--- config.mk ---
export PLATFORM = sky130hd
export DESIGN_NAME = pc_target_table_flat
export DESIGN_NICKNAME = d
export VERILOG_FILES = /design/src/rtl/pc_pkg.sv /design/src/rtl/pc_target_table_if.sv /design/src/rtl/pc_target_calc.sv /design/src/rtl/pc_target_table.sv /design/src/flat_wrapper.sv
export SDC_FILE = /design/constraint.sdc
export NUM_CORES = 1
export LEC_CHECK = 0
export ABC_AREA = 0
export CORE_MARGIN = 2
export CORE_UTILIZATION = 60
export DETAILED_ROUTE_END_ITERATION = 16
export PLACE_DENSITY = 0.9
export SYNTH_ARGS = -nofsm -noshare
export SYNTH_HDL_FRONTEND = slang
export SYNTH_SLANG_ARGS = --single-unit
--- constraint.sdc ---
create_clock -name clk -period 3.8 [get_ports clk]
set_input_delay 0.95 -clock clk [delete_from_list [all_inputs] [get_ports clk]]
set_output_delay 0.95 -clock clk [all_outputs]
set_load 0.1 [all_outputs]
--- src/rtl/pc_pkg.sv ---
// Shared types and configuration for the PC target table and its helpers.
//   D / A        : PC width and index width.
//   ENTRIES      : table depth.
//   MISS_TARGET  : target driven when a lookup misses (hold-PC convention).
package pc_pkg;
    localparam int D       = 12;
    localparam int A       = 5;
    localparam int ENTRIES = 1 << A;

    typedef logic [D-1:0] pc_t;
    typedef logic [A-1:0] idx_t;

    localparam pc_t MISS_TARGET = '0;

    typedef struct packed {
        logic valid;
        logic rel;   // 1 = data is a signed offset from pc_in
        pc_t  data;
    } entry_t;

    typedef enum logic {IDLE, SWEEP} flush_state_e;
endpackage

--- src/rtl/pc_target_table_if.sv ---
// Request/response bundle between decoder/PC logic (master) and the table (slave).
//   rd_en/rd_addr/pc_in        : lookup request
//   wr_en/wr_addr/wr_data/wr_rel : entry write
//   flush                      : start an invalidate sweep
//   target/hit/rd_valid        : registered lookup result
//   busy                       : sweep in progress
interface pc_target_table_if;
    import pc_pkg::*;

    logic rd_en;
    idx_t rd_addr;
    pc_t  pc_in;
    logic wr_en;
    idx_t wr_addr;
    pc_t  wr_data;
    logic wr_rel;
    logic flush;
    pc_t  target;
    logic hit;
    logic rd_valid;
    logic busy;

    modport master (
        output rd_en, rd_addr, pc_in, wr_en, wr_addr, wr_data, wr_rel, flush,
        input  target, hit, rd_valid, busy
    );
    modport slave (
        input  rd_en, rd_addr, pc_in, wr_en, wr_addr, wr_data, wr_rel, flush,
        output target, hit, rd_valid, busy
    );
endinterface

--- src/rtl/pc_target_calc.sv ---
// Combinational target resolution for one table entry.
//   ent    : entry (valid, rel, data)
//   pc_in  : current PC, used for relative entries
//   target : data, pc_in+data (mod 2**D), or MISS_TARGET on miss
//   hit    : entry valid
module pc_target_calc
    import pc_pkg::*;
(
    input  entry_t ent,
    input  pc_t    pc_in,
    output pc_t    target,
    output logic   hit
);
    always_comb begin
        hit    = ent.valid;
        target = MISS_TARGET;
        if (ent.valid)
            target = ent.rel ? pc_t'(pc_in + ent.data) : ent.data;
    end
endmodule

--- src/rtl/pc_target_table.sv ---
// Programmable branch-target table: ENTRIES entries of {valid, rel, data},
// one-cycle registered lookup with write-first bypass, and a flush sweep that
// clears one valid bit per cycle.
//   clk, rst_n : clock, async active-low reset
//   bus        : slave side of pc_target_table_if
module pc_target_table
    import pc_pkg::*;
(
    input  logic               clk,
    input  logic               rst_n,
    pc_target_table_if.slave   bus
);
    flush_state_e       state_q, state_d;
    idx_t               cnt_q, cnt_d;
    logic [ENTRIES-1:0] vld_q;
    logic [ENTRIES-1:0] rel_q;
    pc_t                data_q [ENTRIES];

    logic   sweeping, wr_ok;
    entry_t rd_ent;
    pc_t    calc_tgt;
    logic   calc_hit;
    pc_t    target_q;
    logic   hit_q, rd_valid_q;

    assign sweeping = (state_q == SWEEP);
    // Writes arriving during a sweep are dropped, not queued.
    assign wr_ok    = bus.wr_en && !sweeping;

    // Flush FSM
    always_comb begin
        state_d = state_q;
        cnt_d   = cnt_q;
        case (state_q)
            IDLE: if (bus.flush) begin
                state_d = SWEEP;
                cnt_d   = '0;
            end
            SWEEP: begin
                cnt_d = cnt_q + 1'b1;
                if (cnt_q == idx_t'(ENTRIES - 1))
                    state_d = IDLE;
            end
            default: state_d = IDLE;
        endcase
    end

    always_ff @(posedge clk or negedge rst_n) begin
        if (!rst_n) begin
            state_q <= IDLE;
            cnt_q   <= '0;
        end else begin
            state_q <= state_d;
            cnt_q   <= cnt_d;
        end
    end

    // Valid bits: the sweep owns them while active. A write in the flush
    // cycle still lands (state is IDLE) and is cleared later by the sweep.
    always_ff @(posedge clk or negedge rst_n) begin
        if (!rst_n)
            vld_q <= '0;
        else if (sweeping)
            vld_q[cnt_q] <= 1'b0;
        else if (wr_ok)
            vld_q[bus.wr_addr] <= 1'b1;
    end

    // Payload storage needs no reset; validity is tracked by vld_q.
    always_ff @(posedge clk) begin
        if (wr_ok) begin
            data_q[bus.wr_addr] <= bus.wr_data;
            rel_q[bus.wr_addr]  <= bus.wr_rel;
        end
    end

    // Read mux with write-first bypass; a sweep forces every lookup to miss.
    always_comb begin
        rd_ent = '{valid: vld_q[bus.rd_addr], rel: rel_q[bus.rd_addr],
                   data: data_q[bus.rd_addr]};
        if (wr_ok && bus.wr_addr == bus.rd_addr)
            rd_ent = '{valid: 1'b1, rel: bus.wr_rel, data: bus.wr_data};
        if (sweeping)
            rd_ent.valid = 1'b0;
    end

    pc_target_calc u_calc (
        .ent    (rd_ent),
        .pc_in  (bus.pc_in),
        .target (calc_tgt),
        .hit    (calc_hit)
    );

    // Result registers hold their last value between lookups.
    always_ff @(posedge clk or negedge rst_n) begin
        if (!rst_n) begin
            rd_valid_q <= 1'b0;
            hit_q      <= 1'b0;
            target_q   <= MISS_TARGET;
        end else begin
            rd_valid_q <= bus.rd_en;
            if (bus.rd_en) begin
                hit_q    <= calc_hit;
                target_q <= calc_tgt;
            end
        end
    end

    assign bus.target   = target_q;
    assign bus.hit      = hit_q;
    assign bus.rd_valid = rd_valid_q;
    assign bus.busy     = sweeping;
endmodule
--- src/flat_wrapper.sv ---
// flat-port wrapper written by rule: the top's interface ports become plain ports
module pc_target_table_flat import pc_pkg::*;
  (clk, rst_n, bus_rd_en, bus_rd_addr, bus_pc_in, bus_wr_en, bus_wr_addr, bus_wr_data, bus_wr_rel, bus_flush, bus_target, bus_hit, bus_rd_valid, bus_busy);
  pc_target_table_if bus_i ();
  input  logic clk;
  input  logic rst_n;
  input wire logic [$bits(bus_i.rd_en)-1:0] bus_rd_en;
  input wire logic [$bits(bus_i.rd_addr)-1:0] bus_rd_addr;
  input wire logic [$bits(bus_i.pc_in)-1:0] bus_pc_in;
  input wire logic [$bits(bus_i.wr_en)-1:0] bus_wr_en;
  input wire logic [$bits(bus_i.wr_addr)-1:0] bus_wr_addr;
  input wire logic [$bits(bus_i.wr_data)-1:0] bus_wr_data;
  input wire logic [$bits(bus_i.wr_rel)-1:0] bus_wr_rel;
  input wire logic [$bits(bus_i.flush)-1:0] bus_flush;
  output wire logic [$bits(bus_i.target)-1:0] bus_target;
  output wire logic [$bits(bus_i.hit)-1:0] bus_hit;
  output wire logic [$bits(bus_i.rd_valid)-1:0] bus_rd_valid;
  output wire logic [$bits(bus_i.busy)-1:0] bus_busy;
  assign bus_i.rd_en = bus_rd_en;
  assign bus_i.rd_addr = bus_rd_addr;
  assign bus_i.pc_in = bus_pc_in;
  assign bus_i.wr_en = bus_wr_en;
  assign bus_i.wr_addr = bus_wr_addr;
  assign bus_i.wr_data = bus_wr_data;
  assign bus_i.wr_rel = bus_wr_rel;
  assign bus_i.flush = bus_flush;
  assign bus_target = bus_i.target;
  assign bus_hit = bus_i.hit;
  assign bus_rd_valid = bus_i.rd_valid;
  assign bus_busy = bus_i.busy;
  pc_target_table u_core (.clk(clk), .rst_n(rst_n), .bus(bus_i));
endmodule
Word level (Yosys, flattened, before mapping) --
Memories as Yosys holds them, arrays and structs flattened. Cells that the tools add are included.
Word-level totals: bits in writable memories 384, memories kept 1, logic and storage cells 50, output and inout port bits 15, input bits 40, flip-flop bits (word level) 84
Operators by class: $lt $le $gt $ge 5, multiplexer cells 22, add/subtract/negate cells 2, equal/unequal tests 3, bitwise operators 4, reduce and logical (&&, ||, !) cells 6
Memories:
- u_core.data_q | depth 32, bits a word 12, read ports 1, clocked after Yosys merged registers in 0, wr ports 1, RTL line pc_target_table.sv:17 | pc_t data_q [ENTRIES];
Operator list (count):
- 2-to-1 mux 32 bit | 2
- bitwise AND 32 bit | 1
- bitwise mux 32 bit | 1
- NOT 32 bit | 1
- bitwise OR 32 bit | 1
- 2-to-1 mux 12 bit | 2
- < comparator 5 x 6 -> 1 bit (second input constant) | 3
- 2-to-1 mux 14 bit | 1
- adder 12 bit | 1
- binary-select mux 1 bit (select 5 bit) | 2
- demux 1 bit (select 5 bit) | 2
- greater-or-equal comparator 5 x 1 -> 1 bit (second input constant) | 2
- case mux 5 bit (2 select lines) | 1
- 2-to-1 mux 1 bit | 9
- adder 5 x 1 -> 5 bit (second input constant) | 1
- == test 5 bit | 1
- == test 5 bit (second input constant) | 1
- 2-to-1 mux 5 bit | 1
- logical AND 1 bit | 4
- != test 2 bit (second input constant) | 1
- case mux 1 bit (2 select lines) | 1
- nonzero test 2 bit | 1
- zero test 1 bit | 1
- NOT 1 bit | 1

Depth between registers and ports, before layout --
depth after elaboration 7, depth in mapped cells 20, gate-level depth less buffers 15

Hierarchy --
Synthesis repeated with hierarchy kept, for this count alone.
Second synthesis, totals: cell total of the unflattened synthesis 1133, area total of the unflattened synthesis 19421.1 sq um
Modules (own cells, without submodules):
- pc_target_table | area an instance 18669.2 sq um, cells an instance 1035, instances 1, sequential area each 13793.2 sq um
- pc_target_calc | area an instance 752.0 sq um, cells an instance 98, instances 1, sequential area each 0.0 sq um

Least setup slack after synthesis --
OpenSTA, ideal clock, no wires.
path kind in2reg, start input port bus_rd_addr[0], end register u_core.target_q[11] (netlist: u_core.bus.target[11]), library setup time 0.143 ns, buffers on the path 5, slack -0.715 ns, required time 3.657 ns, stages 19, arrival time 4.372 ns, cell sequence buf_6 buf_12 buf_12 buf_12 buf_4 mux4_2 mux2i_1 a22o_1 nor3_1 a21oi_1 inv_1 ha_1 a21o_1 a2111oi_0 o31ai_1 and3_1 a211oi_1 xor2_1 o22ai_1
Between the ends: word-level cells in the longest chain between the ends 6, elaborated cells between the ends (all ways) 12, those cells by class add/sub (1); eq/ne (1); mux (8); reduce/logical (1); memory (1)
Ends and longest elaborated chain:
- start, declared | RTL line flat_wrapper.sv:8 | input wire logic [$bits(bus_i.rd_addr)-1:0] bus_rd_addr;
- branches (longest 2 deep; another with memory (32 x 12 bit))
- 2-to-1 mux 14 bit * | RTL line pc_target_table.sv:81 | if (wr_ok && bus.wr_addr == bus.rd_addr)
- adder 12 bit | RTL line pc_target_calc.sv:18 | target = ent.rel ? pc_t'(pc_in + ent.data) : ent.data;
- 2-to-1 mux 12 bit | RTL line pc_target_calc.sv:18
- 2-to-1 mux 12 bit * | RTL line pc_target_calc.sv:17 | if (ent.valid)
- end signal, assigned | RTL line pc_target_table.sv:104 | target_q <= calc_tgt;
- end, declared | RTL line pc_target_table.sv:23 | pc_t target_q;
Mark *: on every way between the ends. The select of a mux whose other input is x is not followed. A chain may end at the register's enable or synchronous reset.

Final worst setup path --
start input port bus_wr_addr[0], end register u_core.target_q[10] (netlist: u_core.bus.target[10])
Between the ends: word-level cells in the longest chain between the ends 6, elaborated cells between the ends (all ways) 7, those cells by class add/sub (1); eq/ne (1); mux (4); reduce/logical (1)
Ends and longest elaborated chain:
- start, declared | RTL line flat_wrapper.sv:11 | input wire logic [$bits(bus_i.wr_addr)-1:0] bus_wr_addr;
- == test 5 bit * | RTL line pc_target_table.sv:81
- logical AND 1 bit * | RTL line pc_target_table.sv:81
- 2-to-1 mux 14 bit * | RTL line pc_target_table.sv:81
- adder 12 bit | RTL line pc_target_calc.sv:18
- 2-to-1 mux 12 bit | RTL line pc_target_calc.sv:18
- 2-to-1 mux 12 bit * | RTL line pc_target_calc.sv:17
Mark *: on every way between the ends. The rest lies on a longest branch, timed or not.

==> flow_metrics.py <==
metrics = {
    "clocking": {
        "htree_levels": 2,
        "cts_sinks": 468,
        "cts_root_buffer": "clkbuf_16",
        "clock_latency_ns": 0.54,
        "numCtsBuffers": 45,
        "clock_path_buffers": 3,
        "path_clk_slew_ns": 0.06,
        "cts_tree": "yes",
    },
    "power": {
        "p_seq_share_pct": 49.7,
        "switchingPower_mw": 3.03,
        "internal-power_mw": 8.96,
        "ir_drop_uv": 390,
        "switching_share_pct": 25.3,
        "power_frac_comb_pct": 14.3,
        "pwr_density_cell_nw_per_um2": 516,
        "p_clk_share_pct": 36.0,
        "p_leak_nw": 8.17,
    },
    "logic_synthesis": {
        "synth_cells": 1006,
        "synthSimpleGateAreaFrac_pct": 3.42,
        "muxShareOfSynthArea_pct": 15.8,
        "synth_top_area_cell": "edfxtp_1",
        "synth_edf_count": 416,
        "avgSynthCellArea_sq_um": 19.2,
        "ys.flop_type": "edfxtp_1",
        "netlist_top_cells_area": "edfxtp_1, mux4_2, dfrtp_1",
        "synthXorXnorAreaFrac_pct": 0.771,
        "synth_top_area_share_pct": 64.7,
        "synth_fa_ha_area_share_pct": 1.14,
        "synth_nets": 1063,
        "syn_area_sq_um": 19300,
        "netlist-cell-type-count": 60,
        "synth_top_family_by_area": "multiplexers",
        "ys_ff_latch": 468,
        "yosys_warnings": 0,
        "ys_seq_area_share_pct": 71.5,
        "async_reset_ff_share_pct": 11.1,
        "synth_compound_area_share_pct": 5.34,
    },
    "timing": {
        "min_period_ns": 3.78,
        "slew_headroom_pct": 33.1,
        "drv_slew": 0,
        "whs_ns": 0.505,
        "hold_viol": 0,
        "fin_skew_ns": 0.0158,
        "rsz0062_at_grt": "true",
        "setup_viol": 0,
        "tightest_slew_ns": 1.00,
        "max_freq_mhz": 264,
        "period_share_pct": 99.5,
    },
    "floorplan": {
        "die_w_microns": 183,
        "core_area_sq_um": 31600,
        "die_area_sq_um": 33600,
        "start_util_pct": 61.0,
        "floorplan.io_pins": 55,
        "die_y_microns": 183,
        "num_rows": 65,
    },
    "setup_path": {
        "crit_chain": "dlygate4sd2_1 > xnor2_2 > nand4_1 > nor3_4 > buf_12 > nand2_1 > o21ai_2 > ha_2 > inv_2 > fa_2 > nor2b_1 > o21a_1 > o211ai_1 > a311oi_1 > a211oi_1 > xor2_1 > o221ai_2",
        "crit_slowest_cell": "fa_2",
        "crit_path_start_kind": "input pin",
        "cp.required_ns": 4.22,
        "worstPathMaxFanout": 16,
        "slowest_delay_ns": 0.36,
        "crit_path_end_kind": "flip-flop",
        "critPathKind": "input pin to flip-flop",
        "arrival_ns": 4.20,
    },
    "grt": {
        "grt_first_pass_wirelength_mm": 73.7,
        "grt_max_degree": 43,
        "antenna_found_initial": 1,
        "gr-total-overflow": 0,
        "grt_pass1_vias": 11500,
        "grtUsageTotal_pct": 30.5,
    },
    "flow_run": {
        "maxCapViolCount": 0,
    },
    "layout": {
        "drive_gt1_share_pct": 31.8,
        "seq_area_sq_um": 13800,
        "final_common_cell": "edfxtp_1",
        "fin_nets": 1294,
        "areaGrowthSynthToFinish_pct": 20.6,
        "most-common-layout-cells": "edfxtp_1, buf_4, mux4_2",
        "antennaDiodeCount": 0,
        "design_area_sq_um": 23300,
        "final_util_pct": 73.6,
        "n_fill_cell": 1639,
        "multi_input_area_sq_um": 5310,
    },
    "detailed_routing": {
        "ant_nets": 0,
        "drc": 0,
        "vias": 11700,
        "vias_per_cell": 7.01,
        "firstDrtPassIters": 5,
        "routed_wl_mm": 52.8,
        "drtIter0Drc": 1801,
        "wl_per_cell_microns": 31.6,
    },
    "place": {
        "gp_congestion": 0.904,
        "dp_hpwl_mm": 30.5,
        "io_buffers": 54,
        "placed_area_sq_um": 21400,
    },
    "hold_path": {
        "hold_path.class": "flip-flop to flip-flop",
    },
    "run_status": {
        "status": "finished, final reports clean",
    },
}
[metrics by stage]
stage / power [mW] / std cells / setup slack [ns] / setup TNS (ns)
global placement: 7.51 / 1565 / -0.570 / -2.97
detailed placement: 7.60 / 1565 / -0.672 / -4.13
finish: 12.0 / 1673 / 0.0172 / 0
CTS: 11.8 / 1646 / 0.0170 / 0
floorplan: 6.97 / 1006 / -0.358 / -1.07
global route: 12.3 / 1673 / -0.146 / -0.292
[registers in the layout, summed over array words and instances (netlist names)]
signal and flops:
u_core.data_q 384, u_core.rel_q 32, u_core.vld_q 32, u_core.bus.target 12
u_core.cnt_q 5, u_core.bus.busy 1, u_core.bus.hit 1, u_core.bus.rd_valid 1
[power groups by stage]
stage                     clock network [mW]  logic [mW]  registers, mW
after floorplan                            0       0.886           6.08
after global placement                     0        1.50           6.01
final                                   4.32        1.72           5.96
after global routing                    4.53        1.81           5.96
after detailed placement                   0        1.56           6.03
after CTS                               4.30        1.60           5.93
[timing repair]
item | 4_1_cts | 5_1_grt
pin swaps | 0 | 17
cloned | 0 | 6
setup endpoints to repair | 4 | 5
hold buffers | 0 | 0
resized for setup | 17 | 36
hold endpoints to repair | 0 | 0
buffers inserted | 0 | 21
[worst max-delay path, delay by kind of cell]
family	cells	cell delay, ns
xor gates and xnor gates	2	0.46
AOI/OAI and AO/OA	6	0.96
adders and majority gates	2	0.58
and+or+nand+nor	4	0.68
buffers and inverters	3	0.55
[routing by layer]
metal / GRT usage [%] / part of all wire (%) / vias to the layer above
met4: 12.1 / 5.7 / 0
li1: - / - / 4555
met1: 39.4 / 34 / 5913
met3: 6.69 / 11 / 249
met2: 51.4 / 50 / 1009
met5: 0 / 0 / -
[final timing paths]
| path | endpoint | startpoint | slack [ns] | cells after the start |
|---|---|---|---|---|
| setup / recovery | u_core.bus.target[10] | bus_wr_addr[0] | 0.02 | 17 |
| hold / removal | u_core.bus.target[4] | u_core.bus.target[4] | 0.50 | 2 |
| setup reg to reg | u_core.bus.target[11] | u_core.data_q[21][6] | 0.32 | 14 |
| hold reg to reg | u_core.bus.target[4] | u_core.bus.target[4] | 0.50 | 2 |
| max in group asynchronous | u_core.bus.target[4] | rst_n | 2.49 | 2 |
| min in group asynchronous | u_core.vld_q[0] | rst_n | 0.56 | 1 |
[final cells by class]
| type | count | area share (%) |
|---|---|---|
| clock buffer | 57 | 5.08 |
| clock inverter | 24 | 0.866 |
| inverter | 19 | 0.306 |
| multi-input combinational | 466 | 22.8 |
| sequential | 468 | 59.3 |
| tap | 402 | 2.16 |
| timing repair buffer | 237 | 9.50 |
[synthesized netlist by cell type (5+ instances only)]
master    count
nor3_1       12
buf_2         5
nand2_1      30
o21ai_0      35
o22a_1       14
buf_4         5
ha_1         16
buf_6         5
mux4_2      104
dfrtp_1      52
clkbuf_1     29
nand3_1       5
o221ai_2      7
nor2b_1       6
xor2_1        9
nor2_1       49
a22o_1       18
xnor2_1       8
a22oi_1      12
a21oi_1      18
nand3b_1      6
mux2i_1      47
mux4_1        9
o22ai_1       7
nand2b_1      9
buf_1         5
inv_1        18
edfxtp_1    416
[cell families after synthesis]
kind of cell,count (synthesis)
DFF,468
adders and majority gates,17
and+or+nand+nor,134
xor gates and xnor gates,17
buffers and inverters,72
AOI/OAI and AO/OA,138
muxes,160
No activity file was read; power rests on OpenSTA's default activity.
==> edit: new RTL, config.mk and constraints unchanged <==
Set the package constant `A` to 3 (it was 5).
--- a/src/rtl/pc_pkg.sv
+++ b/src/rtl/pc_pkg.sv
@@ -5,5 +5,5 @@
 package pc_pkg;
     localparam int D       = 12;
-    localparam int A       = 5;
+    localparam int A       = 3;
     localparam int ENTRIES = 1 << A;
 
Interface: changed (resized bus_rd_addr and bus_wr_addr); port bits go from 55 to 51. No check against the original RTL was run, so the function may have changed too.
==> edit against the original RTL <==
The flow now finishes with violations (setup timing); power shrank 67%; maximum frequency shrank 0.97%; largest power group unchanged; utilization grew 3.8 points; critical endpoint is now u_core.bus.target[9]; global-route usage shrank 0.050 points; routed wire length shrank 72%; area after synthesis shrank 70%; sequential cell count shrank 338; worst setup slack lost 0.037 ns; die area shrank 69%; cell area shrank 68%; sequential power shrank 71%; largest cell class unchanged.
==> edit: results (changes against the original RTL) <==
[outcome]
outcome = finished with violations  ; was finished, final reports clean
violations = setup timing

[timing]
finalSetupViolCount = 1  ; was 0
timing.hold.ws_ns = 0.483  ; was 0.505 ns
relSlewSlack_pct = 21.9  ; was 33.1%
fin_ws_ns = -0.0199  ; was 0.0172 ns
tns_ns = -0.0199  ; was 0 ns
fin_skew_ns = 0.00648  ; was 0.0158 ns

[critical_path]
crit_end = u_core.bus.target[9]  ; was u_core.bus.target[10]
cpPeakStageDelay_ns = 0.51  ; was 0.36 ns
cp_slowest_cell = clkdlybuf4s50_1  ; was fa_2
crit_path_start = bus_wr_en  ; was bus_wr_addr[0]
reg2reg_from = u_core.bus.busy  ; was u_core.data_q[21][6]
critPathMaxFanout = 6  ; was 16
arrival_ns = 4.23  ; was 4.20 ns

[min_path]
min-delay-start = u_core.bus.target[3]  ; was u_core.bus.target[4]

[place]
placed_cells = 586  ; was 1565
place_hpwl_um = 8800  ; was 30500 um
port_buffers = 50  ; was 54
pre_cts_ws_ns = -0.603  ; was -0.672 ns
place.gp.congestion = 0.847  ; was 0.904
place_area_um2 = 6870  ; was 21400 um2

[routing]
met2RoutedLength_um = 7490  ; was 26400 um
drtIter0Drc = 424  ; was 1801
met3RoutedLength_um = 1360  ; was 5740 um
drt-met1-wl_um = 5380  ; was 17700 um

[clocking]
cts.path.max_buffers = 2  ; was 3
cts_root_buf = clkbuf_8  ; was clkbuf_16
htreeDepth = 4  ; was 2

[logic_synthesis]
synth-edff-count = 104  ; was 416
synthDistinctLibCells = 51  ; was 60
syn_nets = 418  ; was 1063
synth.avg_cell_area_um2 = 15.9  ; was 19.2 um2
synth-seq-area-share_pct = 64.4  ; was 71.5%
async_reset_ff_share_pct = 20.0  ; was 11.1%

[cells_and_area]
fillCellCount = 526  ; was 1639
nets = 525  ; was 1294
multi_input_cells = 215  ; was 466
inverters = 8  ; was 19
fin_cells = 621  ; was 1673
seq_cells = 130  ; was 468
largest_reg_flops = 96  ; was 384
buffers = 103  ; was 237
n_clock_buffer = 17  ; was 57
layout.nonclk_buf_share_pct = 12.5  ; was 9.50%

[pwr]
ir_worst_vdd_mv = 0.289  ; was 0.390 mV
power.net_switching_w = 0.00118  ; was 0.00303 W
seq-power_w = 0.00172  ; was 0.00596 W
swShare_pct = 29.3  ; was 25.3%
pg_comb_w = 0.000791  ; was 0.00172 W
leakage_nw = 2.77  ; was 8.17 nW

[grt]
grt_max_degree = 27  ; was 43
grt_util_all_layers_pct = 30.5  ; about the same
grt_pass1_vias = 4181  ; was 11500
use_met2_pct = 50.2  ; was 51.4%
grt_first_pass_wirelength_um = 22700  ; was 73700 um

-- edit: cell count changes after synthesis, moves of 12 or more --
cell / before / now
nand2_1: 30 / 18
nor2_1: 49 / 19
o22a_1: 14 / 2
edfxtp_1: 416 / 104
mux2i_1: 47 / 17
mux4_2: 104 / 24
clkbuf_1: 29 / 4
dfrtp_1: 52 / 26
a22oi_1: 12 / 0
a22o_1: 18 / 0
-- edit: kinds of logic (layout without fill, tap and decap cells) --
logic type / Yosys count / in the layout / synth area share [%]
adder cells (fa/ha/maj): 14 / 14 / 3.12
XOR/XNOR: 8 / 8 / 1.20
multiplexers: 50 / 50 / 15.1
AND/OR/NAND/NOR: 68 / 68 / 5.64
flip-flops: 130 / 130 / 64.4
buffers and inverters: 23 / 143 / 1.92
AO/OA/AOI/OAI: 75 / 75 / 8.60
-- edit: what timing repair did --
action,CTS,global route
resized for setup,5,4
endpoints found under the hold margin,0,0
pin swaps,0,3
hold buffers,0,0
setup buffers,0,3
endpoints found under the setup margin,4,2
